`src/rtl/fetch_unit.sv`:
```
// Instruction fetch stage: PC, single-outstanding imem handshake, small instruction queue to decode.
// Optional FETCH_MISALIGN_TRAP_EN: misaligned redirects raise a sticky misalign flag and halt fetch.
module fetch_unit #(
    parameter logic [31:0] RESET_PC = 32'h0000_0000,
    parameter int          QDEPTH   = 2
) (
    input  logic        clk,
    input  logic        rst_n,
    output logic        imem_req,
    output logic [31:0] imem_addr,
    input  logic        imem_gnt,
    input  logic        imem_rvalid,
    input  logic [31:0] imem_rdata,
    input  logic        redirect,
    input  logic [31:0] redirect_pc,
    output logic        id_valid,
    output logic [31:0] id_instr,
    output logic [31:0] id_pc,
    input  logic        id_ready,
    output logic        misalign
);

    localparam int PW = $clog2(QDEPTH);
    localparam int CW = $clog2(QDEPTH) + 1;
    localparam logic [CW-1:0] QDEPTH_C = CW'(QDEPTH);

    localparam logic [1:0] ST_RUN  = 2'd0;
    localparam logic [1:0] ST_WAIT = 2'd1;
    localparam logic [1:0] ST_DROP = 2'd2;

    logic [1:0]    state_q, state_d;
    logic [31:0]   fetch_pc_q, fetch_pc_d;
    logic [31:0]   req_pc_q, req_pc_d;
    logic [31:0]   q_instr_q [QDEPTH];
    logic [31:0]   q_instr_d [QDEPTH];
    logic [31:0]   q_pc_q [QDEPTH];
    logic [31:0]   q_pc_d [QDEPTH];
    logic [PW-1:0] rd_ptr_q, rd_ptr_d;
    logic [PW-1:0] wr_ptr_q, wr_ptr_d;
    logic [CW-1:0] count_q, count_d;
    logic          push;
    logic          pop;
    logic [31:0]   redirect_tgt;

`ifdef FETCH_MISALIGN_TRAP_EN
    logic misalign_q, misalign_d;

    assign redirect_tgt = redirect_pc;
    assign misalign     = misalign_q;

    always_comb begin
        misalign_d = misalign_q;
        if (redirect) begin
            misalign_d = (redirect_pc[1:0] != 2'b00);
        end
    end

    always_ff @(posedge clk) begin
        if (!rst_n) begin
            misalign_q <= 1'b0;
        end else begin
            misalign_q <= misalign_d;
        end
    end
`else
    // Without the trap, the low address bits are simply discarded on redirect.
    assign redirect_tgt = redirect_pc & 32'hFFFF_FFFC;
    assign misalign     = 1'b0;
`endif

    // The credit check here is what guarantees a response never finds the queue full.
    assign imem_req  = (state_q == ST_RUN) && (count_q < QDEPTH_C) && !redirect && !misalign && rst_n;
    assign imem_addr = fetch_pc_q;

    assign id_valid = (count_q != '0);
    assign id_instr = q_instr_q[rd_ptr_q];
    assign id_pc    = q_pc_q[rd_ptr_q];
    assign pop      = id_valid && id_ready;

    always_comb begin
        state_d    = state_q;
        fetch_pc_d = fetch_pc_q;
        req_pc_d   = req_pc_q;
        push       = 1'b0;
        case (state_q)
            ST_RUN: begin
                if (imem_req && imem_gnt) begin
                    req_pc_d   = fetch_pc_q;
                    fetch_pc_d = fetch_pc_q + 32'd4;
                    state_d    = ST_WAIT;
                end
            end
            ST_WAIT: begin
                if (imem_rvalid) begin
                    push    = !redirect;
                    state_d = ST_RUN;
                end else if (redirect) begin
                    state_d = ST_DROP;
                end
            end
            ST_DROP: begin
                if (imem_rvalid) begin
                    state_d = ST_RUN;
                end
            end
            default: state_d = ST_RUN;
        endcase
        if (redirect) begin
            fetch_pc_d = redirect_tgt;
        end
    end

    always_comb begin
        q_instr_d = q_instr_q;
        q_pc_d    = q_pc_q;
        rd_ptr_d  = rd_ptr_q;
        wr_ptr_d  = wr_ptr_q;
        count_d   = count_q;
        if (push) begin
            q_instr_d[wr_ptr_q] = imem_rdata;
            q_pc_d[wr_ptr_q]    = req_pc_q;
            wr_ptr_d            = wr_ptr_q + PW'(1);
        end
        if (pop) begin
            rd_ptr_d = rd_ptr_q + PW'(1);
        end
        case ({push, pop})
            2'b10:   count_d = count_q + CW'(1);
            2'b01:   count_d = count_q - CW'(1);
            default: count_d = count_q;
        endcase
        // A flush lets the same-cycle pop complete and then empties whatever is left.
        if (redirect) begin
            rd_ptr_d = '0;
            wr_ptr_d = '0;
            count_d  = '0;
        end
    end

    always_ff @(posedge clk) begin
        if (!rst_n) begin
            state_q    <= ST_RUN;
            fetch_pc_q <= RESET_PC;
            req_pc_q   <= '0;
            rd_ptr_q   <= '0;
            wr_ptr_q   <= '0;
            count_q    <= '0;
            // NOTE: queue storage is reset so the decode outputs read zero out of reset.
            for (int i = 0; i < QDEPTH; i++) begin
                q_instr_q[i] <= '0;
                q_pc_q[i]    <= '0;
            end
        end else begin
            state_q    <= state_d;
            fetch_pc_q <= fetch_pc_d;
            req_pc_q   <= req_pc_d;
            rd_ptr_q   <= rd_ptr_d;
            wr_ptr_q   <= wr_ptr_d;
            count_q    <= count_d;
            q_instr_q  <= q_instr_d;
            q_pc_q     <= q_pc_d;
        end
    end

endmodule

```
`config.mk`:
```
export PLATFORM = sky130hd
export DESIGN_NAME = fetch_unit
export DESIGN_NICKNAME = d
export VERILOG_FILES = /design/src/rtl/fetch_unit.sv
export SDC_FILE = /design/constraint.sdc
export NUM_CORES = 1
export LEC_CHECK = 0
export CELL_PAD_IN_SITES_DETAIL_PLACEMENT = 1
export CELL_PAD_IN_SITES_GLOBAL_PLACEMENT = 1
export CORE_MARGIN = 2
export CORE_UTILIZATION = 37
export CTS_CLUSTER_SIZE = 25
export DETAILED_ROUTE_END_ITERATION = 7
export PLACE_DENSITY = 0.78
export REMOVE_ABC_BUFFERS = 1
export SYNTH_ARGS = -nofsm -noshare
export SYNTH_HDL_FRONTEND = slang
export SYNTH_SLANG_ARGS = --single-unit
```
`constraint.sdc`:
```
create_clock -name clk -period 3 [get_ports clk]
set_input_delay 0.75 -clock clk [delete_from_list [all_inputs] [get_ports clk]]
set_output_delay 0.75 -clock clk [all_outputs]
set_load 0.005 [all_outputs]
```
# Word-level counts from Yosys, hierarchy flattened
# Index checks and enable logic that the tools add are counted.
[word_totals] reg_bits=198 elab_cells=67
[op_classes] add_sub_neg=5 n_lt_le_gt_ge=4 eq_ne=7 mux=21 n_bitwise=3 n_reduce_logical=16
[op_table] op="32-bit 2-to-1 mux" count=10
[op_table] op="64-bit bitwise mux" count=2
[op_table] op="32-bit by 3-bit adder with 32-bit output (second input constant)" count=1
[op_table] op="32-bit demux with 1-bit select" count=1
[op_table] op="2-bit 2-to-1 mux" count=4
[op_table] op="2-bit nonzero test" count=4
[op_table] op="1-bit logical AND" count=6
[op_table] op="2-bit one-hot mux with 3 select lines" count=1
[op_table] op="2-bit by 1-bit equality test with 1-bit output (second input constant)" count=2
[op_table] op="2-bit equality test (second input constant)" count=2
[op_table] op="2-bit greater-or-equal comparator (second input constant)" count=2
[op_table] op="1-bit inverter with 2-bit output" count=2
[op_table] op="2-bit one-hot mux with 2 select lines" count=1
[op_table] op="2-bit AND reduction" count=2
[op_table] op="3-bit inequality test (second input constant)" count=1
[op_table] op="3-bit AND reduction" count=1
[op_table] op="1-bit adder (second input constant)" count=2
[op_table] op="2-bit by 1-bit adder with 2-bit output (second input constant)" count=1
[op_table] op="2-bit zero test" count=1
[op_table] op="2-bit by 1-bit less-than comparator with 1-bit output (second input constant)" count=1
[op_table] op="2-bit less-than comparator (second input constant)" count=1
[op_table] op="1-bit 2-to-1 mux" count=2
[op_table] op="2-bit by 1-bit inequality test with 1-bit output (second input constant)" count=1
[op_table] op="2-bit inequality test (second input constant)" count=1
[op_table] op="4 further kinds" count=4

# Longest topological paths before layout
[logic_depth] ltp_word=8 ltp_mapped=7

# Worst setup path before layout
# Ideal clock, no wire load.
[synth_path] kind="input port to flip-flop" from="input port imem_gnt" to="register fetch_pc_q[24] (netlist: imem_addr[24])" setup_time_ns=0.074 t_arrival_ns=2.447 setup_slack_ns=0.479 path_stages=5 path_buffers=1 path_cell_list="or4b_1 buf_2 or4_4 or4b_1 a31oi_1"
[synth_via] elab_chain_cells=3
[synth_rtl] item="from (decl)" line_no="11" rtl="input logic imem_gnt,"
[synth_rtl] item="1-bit logical AND" line_no="87" rtl="if (imem_req && imem_gnt) begin"
[synth_rtl] item="2-bit nonzero test (no source line)"
[synth_rtl] item="2-bit AND reduction (no source line)"
[synth_rtl] item="to (signal assigned)" line_no="155" rtl="fetch_pc_q <= fetch_pc_d;"
[synth_rtl] item="to (decl)" line_no="32" rtl="logic [31:0] fetch_pc_q, fetch_pc_d;"
# Every way passes these cells.
# A chain may end at the register's enable or synchronous reset.

# Final worst setup path
[layout_path] from="register rd_ptr_q" to="output port id_pc[10]"
[layout_via] elab_chain_cells=4
[layout_rtl] item="from (decl)" line_no="38" rtl="logic [PW-1:0] rd_ptr_q, rd_ptr_d;"
[layout_rtl] item="from (signal assigned)" line_no="157" rtl="rd_ptr_q <= rd_ptr_d;"
[layout_rtl] item="1-bit inverter with 2-bit output (implied by the code)" line_no="77" rtl="assign id_pc = q_pc_q[rd_ptr_q];"
[layout_rtl] item="32-bit 2-to-1 mux (implied by the code) (3 in series)" line_no="77"
[layout_rtl] item="to (decl)" line_no="18" rtl="output logic [31:0] id_pc,"
# Every way passes these cells. The select of a mux whose other input is x is not followed.

==> results_dict.tcl <==
set metrics [dict create \
    setup_viol 0 \
    clockRootBuffer "clkbuf_16" \
    yosysTopAreaCellShare 0.470 \
    cts.path.max_buffers 2 \
    finalWirelength_mm 25.2 \
    n_antenna_cell 0 \
    grt.met2_usage 0.363 \
    cts_tree "done" \
    grt_pass1_wl_mm 41.2 \
    rows 54 \
    drt_iter0_drc 348 \
    first_pass_iters 5 \
    synth_seq_cells 190 \
    place_congestion 0.810 \
    synthFlopType "dfxtp_1" \
    dpl.hpwl_mm 16.8 \
    clkTransAtPathRegs_ns 0.07 \
    cp.required_ns 2.25 \
    critPathKind "register to primary output" \
    dp_cells 1416 \
    power.leakage_nw 3.63 \
    antenna_left 0 \
    r2r_cells 5 \
    cts_buffers 17 \
    grt-ovfl-total 0 \
    postPlaceCellArea_mm2 0.0102 \
    drv_cap 0 \
    fin_ws_ns 0.0679 \
    initial_core_util 0.374 \
    grt.busiest_layer "met2" \
    p_per_area_mw_per_mm2 500 \
    crit_path_start_kind "register" \
    outcome "finished, final reports clean" \
    fin_tns_setup_ns 0 \
    port_buffers 161 \
    clock_latency_ns 0.43 \
    wire_per_inst_um 17.4 \
    area_growth_pct 33.1 \
    hold_path.class "register to register" \
    cp_data_arrival_time_ns 2.18 \
    yosysWarningCount 0 \
    die_h_um 152 \
    grt_max_degree 59 \
    die-area_mm2 0.0231 \
    stdcell_count 1448 \
    vias 7606 \
    finalCritPeriodShare 0.977 \
    slew_viol_final 0 \
    synth_most_common_cell "nand2_1" \
    power_mw 5.39 \
    final_core_utilization 0.499 \
    met3_usage 0.0374 \
    cp-startpoint "rd_ptr_q" \
    synthArstFlopShare 0 \
    cts_hold_buffers 0 \
    antenna_found_initial 0 \
    grt_use_met1 0.287 \
    endpoint_kind "primary output" \
    nNetsFinal 1227 \
    crit_fanout 26 \
    slowest_stage "dfxtp_4" \
    tightestPinTransition_ns 0.543 \
    hold_ws_ns 0.454 \
    hold_start "q_pc_q[14]" \
    drive_gt1_frac 0.125 \
    place_ws_ns -0.0539 \
    rr_startpoint "imem_addr[2]" \
    grt_pass1_vias 7811 \
    syn-instance-count 1013 \
    netlist_top_cells_area "dfxtp_1 (47%), nand2_1 (16%), a21oi_1 (10%)" \
    yosysUniqueCellTypes 48 \
    relSlewSlack 0.635 \
    slowest_delay_ns 0.64 \
    clkSinkCount 190 \
    finalHoldViolCount 0 \
    synth_top_cell_by_area "dfxtp_1" \
    viasPerCell 5.25 \
    grtUsageTotal 0.216 \
    synth-edff-count 0 \
    avgSynthCellArea_um2 7.99 \
    r2r_end "imem_addr[26]" \
    crit_end "id_pc[10]" \
    cts_resized 0 \
    ctsHtreeMaxLevel 4 \
    period_needed_ns 2.93 \
    ff2ff_setup_slack_ns 0.62 \
    finalClockSkew_ns 0.00875 \
    synth_commonest_cells "nand2_1 (335), dfxtp_1 (190), a21oi_1 (165)" \
    synth_area_mm2 0.00810 \
    fmax_ghz 0.341 \
    die_w_um 152 \
    core_area_mm2 0.0216 \
    ir_drop_v 0.000406 \
    crit_chain "buf_4, mux2_2, clkdlybuf4s50_1" \
    drc 0 \
    top_level_ports 169 \
    ys_seq_area_frac 0.470 \
    rsz0062_at_grt "false" \
    finalInstanceArea_mm2 0.0108 \
    post_cts_buffers 0 \
]
## report_power, final
group          internal, mW  switching (mW)
Clock                  1.29            1.08
Sequential             2.56          0.0628
Combinational         0.207           0.187
Total                  4.05            1.33
## placed cells by master, fill, tap and decap left out, types with 8 or more instances in the layout
cell             instances
nor2_1                  13
nand4_1                 10
clkdlybuf4s50_1        161
a21oi_1                165
buf_4                   30
nand2_1                335
or4_1                   12
buf_12                   8
o21ai_0                 13
or3_1                    8
dfxtp_1                189
clkbuf_16               17
mux2_2                  65
a31oi_1                 11
nand3_1                 15
## state kept, by name, indices dropped and copies added, names as in the netlist
signal / cells
rd_ptr_q: 1
wr_ptr_q: 1
req_pc_q: 30
q_pc_q: 60
count_q: 2
state_q: 2
q_instr_q: 64
imem_addr: 30
## routing by layer
layer / part of all wire / wire length, µm / vias up
met4: 0.018 / 449 / 0
met1: 0.47 / 11900 / 3677
met3: 0.041 / 1040 / 32
met2: 0.47 / 11900 / 172
li1: - / - / 3725
met5: 0 / 0 / -
## worst min path at each step
stage | cells past startpoint | slack, ns | to
floorplan | 2 | 0.43 | q_instr_q[0]
global placement | 2 | 0.44 | q_pc_q[23]
detailed placement | 2 | 0.44 | q_instr_q[20]
CTS | 2 | 0.46 | q_instr_q[20]
global route | 2 | 0.48 | q_instr_q[47]
finish | 2 | 0.45 | q_pc_q[14]
## critical path: cells and delay by family, from the launching register on
| family | cells | cell delay [ns] |
|---|---|---|
| buffers and inverters | 2 | 0.75 |
| DFF | 1 | 0.64 |
| muxes | 1 | 0.36 |
## logic make-up after synthesis
group                      share of synthesized area
and+or+nand+nor                                0.234
adders and majority gates                    0.00309
buffers and inverters                         0.0433
other                                       0.000463
xor gates and xnor gates                      0.0108
muxes                                         0.0916
DFF                                            0.470
AOI/OAI and AO/OA                              0.147
## layout make-up
cell class / count / area [µm²]
timing repair buffer: 199 / 2000
clock inverter: 14 / 170
inverter: 8 / 32.5
fill: 2592 / 10800
clock buffer: 18 / 439
sequential: 190 / 3810
multi-input combinational: 739 / 3980
tap: 280 / 350
Power figures use the tool's default switching activity.
